==> src/rtl/cpu_run_ctrl_pkg.sv <==
// Shared types and defaults for the core run controller.
// State and halt-cause encodings are visible on the debug outputs.
package run_ctrl_pkg;

  localparam int DEFAULT_RST_HOLD_CYCLES = 50;

  typedef enum logic [2:0] {
    ST_HOLD   = 3'd0,
    ST_IDLE   = 3'd1,
    ST_RUN    = 3'd2,
    ST_STEP   = 3'd3,
    ST_HALTED = 3'd4
  } state_t;

  typedef enum logic [1:0] {
    CAUSE_NONE  = 2'd0,
    CAUSE_LIMIT = 2'd1,
    CAUSE_EXT   = 2'd2
  } cause_t;

endpackage

==> src/rtl/cpu_run_ctrl_if.sv <==
// Control/status bundle between a run supervisor (master) and the run controller (slave).
interface cpu_run_ctrl_if #(
  parameter int CNT_W = 32
);

  logic             start;
  logic             step_mode;
  logic             step_req;
  logic             halt_req;
  logic             soft_rst;
  logic [CNT_W-1:0] run_limit;
  logic             core_rst_n;
  logic             core_clk_en;
  logic [CNT_W-1:0] cycle_count;
  logic             done;
  logic [1:0]       halt_cause;
  logic [2:0]       state_o;

  modport master (
    output start, step_mode, step_req, halt_req, soft_rst, run_limit,
    input  core_rst_n, core_clk_en, cycle_count, done, halt_cause, state_o
  );

  modport slave (
    input  start, step_mode, step_req, halt_req, soft_rst, run_limit,
    output core_rst_n, core_clk_en, cycle_count, done, halt_cause, state_o
  );

endinterface

==> src/rtl/cpu_run_ctrl_rise_detect.sv <==
// One-bit registered rising-edge detector; o_rise is high in the cycle i_d first goes high.
module rise_detect (
  input  logic clk,
  input  logic rst_n,
  input  logic i_d,
  output logic o_rise
);

  logic r_prev;

  always_ff @(posedge clk or negedge rst_n) begin
    if (!rst_n) r_prev <= 1'b0;
    else        r_prev <= i_d;
  end

  assign o_rise = i_d & ~r_prev;

endmodule

==> src/rtl/cpu_run_ctrl.sv <==
// Core run controller: reset hold sequencing, free/limited/single-step runs,
// halt reporting and saturating executed-cycle count.
module cpu_run_ctrl
  import run_ctrl_pkg::*;
#(
  parameter int RST_HOLD_CYCLES = DEFAULT_RST_HOLD_CYCLES,
  parameter int CNT_W           = 32,
  parameter int HOLD_W          = $clog2(RST_HOLD_CYCLES + 1)
) (
  input logic           clk,
  input logic           rst_n,
  cpu_run_ctrl_if.slave io_ctrl
);

  state_t            r_state;
  cause_t            r_cause;
  logic [HOLD_W-1:0] r_hold_cnt;
  logic              r_core_rst_n;
  logic              r_core_clk_en;
  logic [CNT_W-1:0]  r_cycle_count;

  state_t            w_nxt_state;
  cause_t            w_nxt_cause;
  logic [HOLD_W-1:0] w_nxt_hold_cnt;
  logic              w_nxt_core_rst_n;
  logic              w_nxt_core_clk_en;
  logic              w_step_rise;
  logic              w_counted;
  logic              w_last;
  logic              w_enter_hold;

  rise_detect u_step_rise (
    .clk    (clk),
    .rst_n  (rst_n),
    .i_d    (io_ctrl.step_req),
    .o_rise (w_step_rise)
  );

  // The core executes a cycle on any edge where it is enabled and out of reset.
  assign w_counted = r_core_clk_en & r_core_rst_n;
  assign w_last    = w_counted && (io_ctrl.run_limit != '0) &&
                     (({1'b0, r_cycle_count} + (CNT_W+1)'(1)) == {1'b0, io_ctrl.run_limit});
  assign w_enter_hold = io_ctrl.soft_rst | ((r_state == ST_HALTED) & io_ctrl.start);

  always_comb begin
    w_nxt_state       = r_state;
    w_nxt_cause       = r_cause;
    w_nxt_hold_cnt    = r_hold_cnt;
    w_nxt_core_rst_n  = r_core_rst_n;
    w_nxt_core_clk_en = r_core_clk_en;
    if (w_enter_hold) begin
      w_nxt_state       = ST_HOLD;
      w_nxt_cause       = CAUSE_NONE;
      w_nxt_hold_cnt    = '0;
      w_nxt_core_rst_n  = 1'b0;
      w_nxt_core_clk_en = 1'b1;
    end else begin
      case (r_state)
        ST_HOLD: begin
          if (r_hold_cnt == HOLD_W'(RST_HOLD_CYCLES - 1)) begin
            w_nxt_state       = ST_IDLE;
            w_nxt_hold_cnt    = '0;
            w_nxt_core_rst_n  = 1'b1;
            w_nxt_core_clk_en = 1'b0;
          end else begin
            w_nxt_hold_cnt = r_hold_cnt + HOLD_W'(1);
          end
        end
        ST_IDLE: begin
          w_nxt_core_clk_en = 1'b0;
          if (io_ctrl.start) begin
            w_nxt_state       = io_ctrl.step_mode ? ST_STEP : ST_RUN;
            w_nxt_core_clk_en = ~io_ctrl.step_mode;
          end
        end
        ST_RUN: begin
          w_nxt_core_clk_en = 1'b1;
          if (io_ctrl.halt_req) begin
            w_nxt_state       = ST_HALTED;
            w_nxt_cause       = CAUSE_EXT;
            w_nxt_core_clk_en = 1'b0;
          end else if (w_last) begin
            w_nxt_state       = ST_HALTED;
            w_nxt_cause       = CAUSE_LIMIT;
            w_nxt_core_clk_en = 1'b0;
          end
        end
        ST_STEP: begin
          w_nxt_core_clk_en = w_step_rise;
          if (io_ctrl.halt_req) begin
            w_nxt_state       = ST_HALTED;
            w_nxt_cause       = CAUSE_EXT;
            w_nxt_core_clk_en = 1'b0;
          end else if (w_last) begin
            w_nxt_state       = ST_HALTED;
            w_nxt_cause       = CAUSE_LIMIT;
            w_nxt_core_clk_en = 1'b0;
          end
        end
        ST_HALTED: begin
          w_nxt_core_clk_en = 1'b0;
        end
        default: begin
          w_nxt_state       = ST_HOLD;
          w_nxt_hold_cnt    = '0;
          w_nxt_core_rst_n  = 1'b0;
          w_nxt_core_clk_en = 1'b1;
        end
      endcase
    end
  end

  always_ff @(posedge clk or negedge rst_n) begin
    if (!rst_n) begin
      r_state       <= ST_HOLD;
      r_cause       <= CAUSE_NONE;
      r_hold_cnt    <= '0;
      r_core_rst_n  <= 1'b0;
      r_core_clk_en <= 1'b1;
    end else begin
      r_state       <= w_nxt_state;
      r_cause       <= w_nxt_cause;
      r_hold_cnt    <= w_nxt_hold_cnt;
      r_core_rst_n  <= w_nxt_core_rst_n;
      r_core_clk_en <= w_nxt_core_clk_en;
    end
  end

  // Re-entering HOLD clears the count even if the core also ran on this edge.
  always_ff @(posedge clk or negedge rst_n) begin
    if (!rst_n) begin
      r_cycle_count <= '0;
    end else if (w_enter_hold) begin
      r_cycle_count <= '0;
    end else if (w_counted && (r_cycle_count != {CNT_W{1'b1}})) begin
      r_cycle_count <= r_cycle_count + CNT_W'(1);
    end
  end

  assign io_ctrl.core_rst_n  = r_core_rst_n;
  assign io_ctrl.core_clk_en = r_core_clk_en;
  assign io_ctrl.cycle_count = r_cycle_count;
  assign io_ctrl.done        = (r_state == ST_HALTED);
  assign io_ctrl.halt_cause  = r_cause;
  assign io_ctrl.state_o     = r_state;

endmodule
==> src/flat_wrapper.sv <==
// flat-port wrapper written by rule: the top's interface ports become plain ports
module cpu_run_ctrl_flat import run_ctrl_pkg::*;
#(
  parameter int RST_HOLD_CYCLES = DEFAULT_RST_HOLD_CYCLES,
  parameter int CNT_W           = 32,
  parameter int HOLD_W          = $clog2(RST_HOLD_CYCLES + 1)
)
  (clk, rst_n, io_ctrl_start, io_ctrl_step_mode, io_ctrl_step_req, io_ctrl_halt_req, io_ctrl_soft_rst, io_ctrl_run_limit, io_ctrl_core_rst_n, io_ctrl_core_clk_en, io_ctrl_cycle_count, io_ctrl_done, io_ctrl_halt_cause, io_ctrl_state_o);
  cpu_run_ctrl_if #(.CNT_W(CNT_W)) io_ctrl_i ();
  input logic clk;
  input logic rst_n;
  input wire logic [$bits(io_ctrl_i.start)-1:0] io_ctrl_start;
  input wire logic [$bits(io_ctrl_i.step_mode)-1:0] io_ctrl_step_mode;
  input wire logic [$bits(io_ctrl_i.step_req)-1:0] io_ctrl_step_req;
  input wire logic [$bits(io_ctrl_i.halt_req)-1:0] io_ctrl_halt_req;
  input wire logic [$bits(io_ctrl_i.soft_rst)-1:0] io_ctrl_soft_rst;
  input wire logic [$bits(io_ctrl_i.run_limit)-1:0] io_ctrl_run_limit;
  output wire logic [$bits(io_ctrl_i.core_rst_n)-1:0] io_ctrl_core_rst_n;
  output wire logic [$bits(io_ctrl_i.core_clk_en)-1:0] io_ctrl_core_clk_en;
  output wire logic [$bits(io_ctrl_i.cycle_count)-1:0] io_ctrl_cycle_count;
  output wire logic [$bits(io_ctrl_i.done)-1:0] io_ctrl_done;
  output wire logic [$bits(io_ctrl_i.halt_cause)-1:0] io_ctrl_halt_cause;
  output wire logic [$bits(io_ctrl_i.state_o)-1:0] io_ctrl_state_o;
  assign io_ctrl_i.start = io_ctrl_start;
  assign io_ctrl_i.step_mode = io_ctrl_step_mode;
  assign io_ctrl_i.step_req = io_ctrl_step_req;
  assign io_ctrl_i.halt_req = io_ctrl_halt_req;
  assign io_ctrl_i.soft_rst = io_ctrl_soft_rst;
  assign io_ctrl_i.run_limit = io_ctrl_run_limit;
  assign io_ctrl_core_rst_n = io_ctrl_i.core_rst_n;
  assign io_ctrl_core_clk_en = io_ctrl_i.core_clk_en;
  assign io_ctrl_cycle_count = io_ctrl_i.cycle_count;
  assign io_ctrl_done = io_ctrl_i.done;
  assign io_ctrl_halt_cause = io_ctrl_i.halt_cause;
  assign io_ctrl_state_o = io_ctrl_i.state_o;
  cpu_run_ctrl #(.RST_HOLD_CYCLES(RST_HOLD_CYCLES), .CNT_W(CNT_W), .HOLD_W(HOLD_W)) u_core (.clk(clk), .rst_n(rst_n), .io_ctrl(io_ctrl_i));
endmodule
==> config.mk <==
export PLATFORM = sky130hd
export DESIGN_NAME = cpu_run_ctrl_flat
export DESIGN_NICKNAME = d
export VERILOG_FILES = /design/src/rtl/cpu_run_ctrl_pkg.sv /design/src/rtl/cpu_run_ctrl_if.sv /design/src/rtl/cpu_run_ctrl_rise_detect.sv /design/src/rtl/cpu_run_ctrl.sv /design/src/flat_wrapper.sv
export SDC_FILE = /design/constraint.sdc
export NUM_CORES = 1
export LEC_CHECK = 0
export ABC_AREA = 1
export CORE_MARGIN = 3
export CORE_UTILIZATION = 45
export CTS_CLUSTER_DIAMETER = 100
export CTS_CLUSTER_SIZE = 10
export DETAILED_ROUTE_END_ITERATION = 12
export PLACE_DENSITY = 0.78
export SETUP_SLACK_MARGIN = 0.02
export SYNTH_ARGS = -nofsm -noshare
export SYNTH_HDL_FRONTEND = slang
export SYNTH_SLANG_ARGS = --single-unit
==> constraint.sdc <==
create_clock -name clk -period 2.5 [get_ports clk]
set_clock_uncertainty 0.1 [all_clocks]
set_input_delay 0.25 -clock clk [delete_from_list [all_inputs] [get_ports clk]]
set_output_delay 0.25 -clock clk [all_outputs]
set_load 0.02 [all_outputs]
Word-level counts from Yosys, hierarchy flattened
Index checks and enable logic that the tools add are counted.
Storage, ports and cells
  bits in registers: 46
  input bits: 39
  output and inout bits: 40
  logic and storage cells: 68
Operators by class
  add/subtract/negate cells: 3
  equality and inequality tests: 12
  multiplexer cells: 27
  bitwise gates (word level): 6
  reductions and logical operators: 13
Operators by type and width (number)
  32-bit two-way mux: 2
  32-bit by 1-bit adder with 33-bit output, second input constant: 1
  33-bit by 32-bit == test with 1-bit output: 1
  32-bit by 1-bit adder with 32-bit output, second input constant: 1
  32-bit inequality test, second input constant: 1
  32-bit nonzero test: 1
  3-bit two-way mux: 5
  6-bit two-way mux: 2
  3-bit case mux with 4 select lines: 1
  6-bit case mux with 2 select lines: 1
  1-bit two-way mux: 10
  2-bit two-way mux: 4
  6-bit by 1-bit adder with 6-bit output, second input constant: 1
  3-bit by 2-bit == test with 1-bit output, second input constant: 2
  6-bit == test, second input constant: 1
  1-bit case mux with 5 select lines: 1
  2-bit by 1-bit inequality test with 1-bit output, second input constant: 2
  4-bit by 1-bit inequality test with 1-bit output, second input constant: 1
  2-bit AND reduction: 2
  4-bit AND reduction: 1
  2-bit nonzero test: 2
  4-bit OR reduction: 1
  1-bit bitwise AND: 3
  3-bit by 1-bit == test with 1-bit output, second input constant: 1
  other kinds (10): 13

Depth between registers and ports, before layout
  word-level depth: 7
  mapped depth: 19
  depth with buffers taken out: 19

Modules after synthesis
Synthesis repeated with hierarchy kept, for this count alone.
Unflattened totals
  cells, all modules: 605
  area total of the unflattened synthesis: 3819.9 um2
By module, submodules not included
  cpu_run_ctrl: instances 1, cells an instance 602, area an instance 3784.9 um2, seq. area each 1127.3 um2
  rise_detect: instances 1, cells an instance 3, area an instance 35.0 um2, seq. area each 25.0 um2

Worst setup path before layout
OpenSTA, ideal clock, no wires.
  path type: register to register
  start: register u_core.r_state[1], in the netlist u_core.io_ctrl.state_o[1]
  end: register u_core.r_hold_cnt[4]
  setup time: 123 ps
  arrival time: 2058 ps
  data required time: 2277 ps
  setup slack: 219 ps
  cell stages (with the launch flop): 15
  buffers on the path: 0
  clock period less this slack: 2281 ps
  path through: dfrtp_1 -> nor2_1 -> inv_1 -> nor2_1 -> inv_1 -> o21ai_2 -> a21oi_1 -> inv_1 -> nor2_1 -> inv_1 -> nand2_1 -> nor2_1 -> nand2_1 -> o22ai_1 -> a21oi_1
Between the ends
  longest elaborated chain between the ends: 4
  elaborated cells between the ends (all ways): 11
  classes of those cells: eq/ne (5); mux (2); bitwise (2); reduce/logical (2)
RTL lines
  from (decl): RTL line cpu_run_ctrl.sv:15  | state_t r_state;
  from (signal assigned): RTL line cpu_run_ctrl.sv:121  | r_state <= w_nxt_state;
  3-bit == test *
  via io_ctrl_done: RTL line flat_wrapper.sv:21  | output wire logic [$bits(io_ctrl_i.done)-1:0] io_ctrl_done;
  4-bit OR reduction (no source line) or 1-bit bitwise AND (tied branches)
  6-bit case mux with 2 select lines or 1-bit OR (tied branches): RTL line cpu_run_ctrl.sv:58, cpu_run_ctrl.sv:43
  6-bit two-way mux or 2-bit by 1-bit inequality test with 1-bit output (tied branches)
  to (signal assigned): RTL line cpu_run_ctrl.sv:123  | r_hold_cnt <= w_nxt_hold_cnt;
  to (decl): RTL line cpu_run_ctrl.sv:17  | logic [HOLD_W-1:0] r_hold_cnt;
The timed path passes the listed nets; every way through them passes the cells marked *.
A chain may end at the register's enable or synchronous reset.

Worst setup path after layout
  start: register u_core.r_cycle_count[0], in the netlist u_core.io_ctrl.cycle_count[0]
  end: register u_core.r_state[0], in the netlist u_core.io_ctrl.state_o[0]
Between the ends
  longest elaborated chain between the ends: 5
RTL lines
  from (decl): RTL line cpu_run_ctrl.sv:20  | logic [CNT_W-1:0] r_cycle_count;
  from (signal assigned): RTL line cpu_run_ctrl.sv:136  | r_cycle_count <= r_cycle_count + CNT_W'(1);
  32-bit by 1-bit adder with 33-bit output: RTL line cpu_run_ctrl.sv:42  | (({1'b0, r_cycle_count} + (CNT_W+1)'(1)) == {1'b0, io_ctrl.run_limit});
  33-bit by 32-bit == test with 1-bit output: RTL line cpu_run_ctrl.sv:42
  1-bit logical AND: RTL line cpu_run_ctrl.sv:41  | assign w_last = w_counted && (io_ctrl.run_limit != '0) &&
  4-bit by 1-bit inequality test with 1-bit output (no source line)
  4-bit AND reduction (no source line)
Every way passes these cells.

==> impl_results.md <==
* Status: complete, no violations
* Tmin final at 2450 ps
* Met1 capacity usage during global routing at 0.319
* Core footprint at 7850 µm²
* R2r startpoint: u_core.io_ctrl.cycle_count[0]
* Detail Route Antenna Nets at 0
* RSZ-0062 raised after global routing: true
* Area of the mapped netlist at 3700 µm²
* Full die area at 9340 µm²
* Post-Place Cells at 794
* Ant diodes at 0
* Synth async-reset ratio at 1.00
* Final setup violation count at 0
* Register area share after synthesis at 0.312
* Drt initial violations at 356
* Crit path DAT at 2580 ps
* Congestion Overflow GR at 0
* DR WL/cell at 14.9 µm
* Hold_ws at 294 ps
* Via density at 5.40
* Vias in the first global route at 4194
* F_max at 0.407 GHz
* Worst slew pin tran at 578 ps
* H-tree levels at 2
* Crit. End Element: flip-flop
* Die W at 96.6 µm
* Final Hold Fails at 0
* Net count after synthesis at 652
* Finished Cell Area at 4970 µm²
* Final Power at 2170 µW
* WS Path Type: flip-flop to flip-flop
* Register Area at 1160 µm²
* CP startpoint kind: flip-flop
* Worst hold path startpoint: io_ctrl_step_req
* CTS tree: built
* Crit path max fanout at 5
* Distinct cells, synth at 30
* Maxcap violations at 0
* CTS Buf Count at 5
* Leak at 0.00221 µW
* Die H at 96.6 µm
* Vias at 4393
* Number of synthesized register bits at 46
* Final nets at 753
* FP Rows at 32
* DRC at 0
* Slew margin rel. at 0.615
* Synth Flop Type: dfrtp_1
* Area taken by multi-input logic gates at 2330 µm²
* IO buf count at 78
* Ratio of cells with drive above 1 in the final layout at 0.114
* Critical path data required time at 2630 ps
* Largest net degree at the start of global routing at 25
* CTS Buffer Depth at 2
* Power Density at 437 nW/µm²
* Clk sink count at 46
* Crit share post-route at 0.982
* Setup TNS at 0 ps
* Min-Delay Path Class: primary input to flip-flop
* Cells after Synth at 610
* First-pass GRT wire length at 19600 µm
* Routed wire length at 12100 µm
* Met2 Track Usage GR at 0.425
* Post-synth EDFFs at 0
* Critical path startpoint: u_core.io_ctrl.cycle_count[0]
* Worst vdd ir at 439 µV
* Clock Tree Root: clkbuf_8
* Starting Density at 0.471
* Global placer's final weighted congestion at 1.00
* Area grow syn2layout at 34.4%
* Worst path max stage delay at 400 ps
* # fillers at 758
* Gr usage total at 0.249
* Clock Latency Late Sink at 330 ps
* Dpl cell area at 4660 µm²
* Post-route insts no fill at 814
* Warnings from Yosys at 0
* Met3 usage at 0.0469
* Max Slew Vio Count at 0
* Worst path slowest cell: dfrtp_1
* Mapped Avg Cell Area at 6.06 µm²
* Hpwl dp at 9210 µm
* Clock-pin transition on the worst setup and hold timing paths at 100 ps
* Top Usage Layer GRT: met2
* Most frequent CP cell: nand2_1
* Antenna violations before repair at 0
* DRT Pass-1 Iters at 5
* Io pins at 79
* Crit-path cells: ha_2 > nand2_1 > nor2_4 > nand2_4 > nor2_4 > nand2_1 > nand3_1 > nand2_1 > inv_1 > nand2_1 > nor2_1 > nand2_1 > nor2_1 > nand3_2 > nand2_2 > nand3_2 > nand2_1 > nand2_1
==> metrics by stage <==
stage | utilization | worst slack (ps)
CTS | 0.611 | 61.0
finish | 0.633 | 45.7
global route | 0.633 | -99.1
detailed placement | 0.594 | -143
global placement | 0.594 | -29.5
floorplan | - | 219
==> sequential cells by signal, indices dropped and copies added, names as in the netlist <==
register and count:
u_core.io_ctrl.cycle_count 32, u_core.io_ctrl.state_o 3, u_core.io_ctrl.core_rst_n 1, u_core.io_ctrl.halt_cause 2
u_core.io_ctrl.core_clk_en 1, u_core.r_hold_cnt 6, u_core.u_step_rise.r_prev 1
==> report_power, final <==
group / internal, µW / switching (µW)
registers: 810 / 65.6
clock network: 209 / 327
logic: 309 / 451
total: 1330 / 844
==> layout by cell type, fill, tap and decap left out, types with 2 or more instances in the layout <==
cell,synthesis,final
nand2_4,1,3
nand3_2,1,5
inv_6,0,3
o21ai_2,1,2
o22ai_1,24,24
nand3_1,62,58
ha_1,3,2
nand2_1,215,210
buf_4,0,18
clkbuf_8,0,5
nor2_2,8,12
nor2_1,96,86
nand4_1,5,5
clkdlybuf4s50_1,0,77
nand3b_1,15,15
nand2_2,4,7
inv_1,79,79
o21ai_0,14,11
dfrtp_1,45,35
o21ai_1,3,5
a21oi_1,8,8
xor2_1,5,5
nor2_4,3,9
nor3_1,5,5
dfrtp_2,0,10
==> logic make-up (layout without fill, tap and decap cells) <==
| logic type | Yosys count | count (layout) | share of synthesized area |
|---|---|---|---|
| xor+xnor | 7 | 7 | 0.0203 |
| simple gates | 417 | 417 | 0.488 |
| flops | 46 | 46 | 0.312 |
| compound gates | 53 | 53 | 0.0840 |
| buf+inv | 84 | 186 | 0.0860 |
| fa+ha+maj | 3 | 3 | 0.0102 |
==> metal layers <==
metal,vias to the layer above,part of all wire
met5,-,0
met4,0,0.020
met3,30,0.070
met2,177,0.48
met1,2043,0.43
li1,2143,-
==> synth_stat cells, types with 4 or more instances <==
library cell	n	area, µm²
a21oi_1	8	40.0
dfrtp_1	45	1130
inv_1	79	297
nand2_1	215	807
nand2_2	4	25.0
nand3_1	62	310
nand3b_1	15	113
nand4_1	5	31.3
nor2_1	96	360
nor2_2	8	50.1
nor3_1	5	25.0
o21ai_0	14	70.1
o22ai_1	24	150
xor2_1	5	43.8
==> layout make-up <==
type	instances	share of cell area
Clock inverter	3	0.00529
Multi-Input combinational cell	480	0.469
Inverter	79	0.0597
Sequential cell	46	0.235
Timing Repair Buffer	99	0.192
Clock buffer	5	0.0139
Tap cell	102	0.0257
==> what timing repair did <==
action                                  in CTS  in global routing
pin swaps                                    0                  7
resized for setup                            5                 38
hold buffers                                 1                  0
buffers inserted                             2                  9
hold endpoints to repair                    21                  0
endpoints found under the setup margin       6                  6
==> critical path, delay by kind of cell, from the launching register on <==
family / cells / cell delay, ps
adder cells (fa/ha/maj): 1 / 240
buffers and inverters: 1 / 40
flip-flops: 1 / 400
AND/OR/NAND/NOR: 16 / 1570
==> path summary, 6_finish.rpt <==
kind / depth (start not counted) / slack, ps / end
setup / recovery: 18 / 50 / u_core.io_ctrl.state_o[0]
hold / removal: 1 / 290 / u_core.u_step_rise.r_prev
setup reg to reg: 18 / 50 / u_core.io_ctrl.state_o[0]
hold reg to reg: 2 / 430 / u_core.io_ctrl.halt_cause[0]
max in group asynchronous: 3 / 1410 / u_core.io_ctrl.cycle_count[16]
min in group asynchronous: 2 / 350 / u_core.io_ctrl.cycle_count[11]
Power figures use the tool's default switching activity.
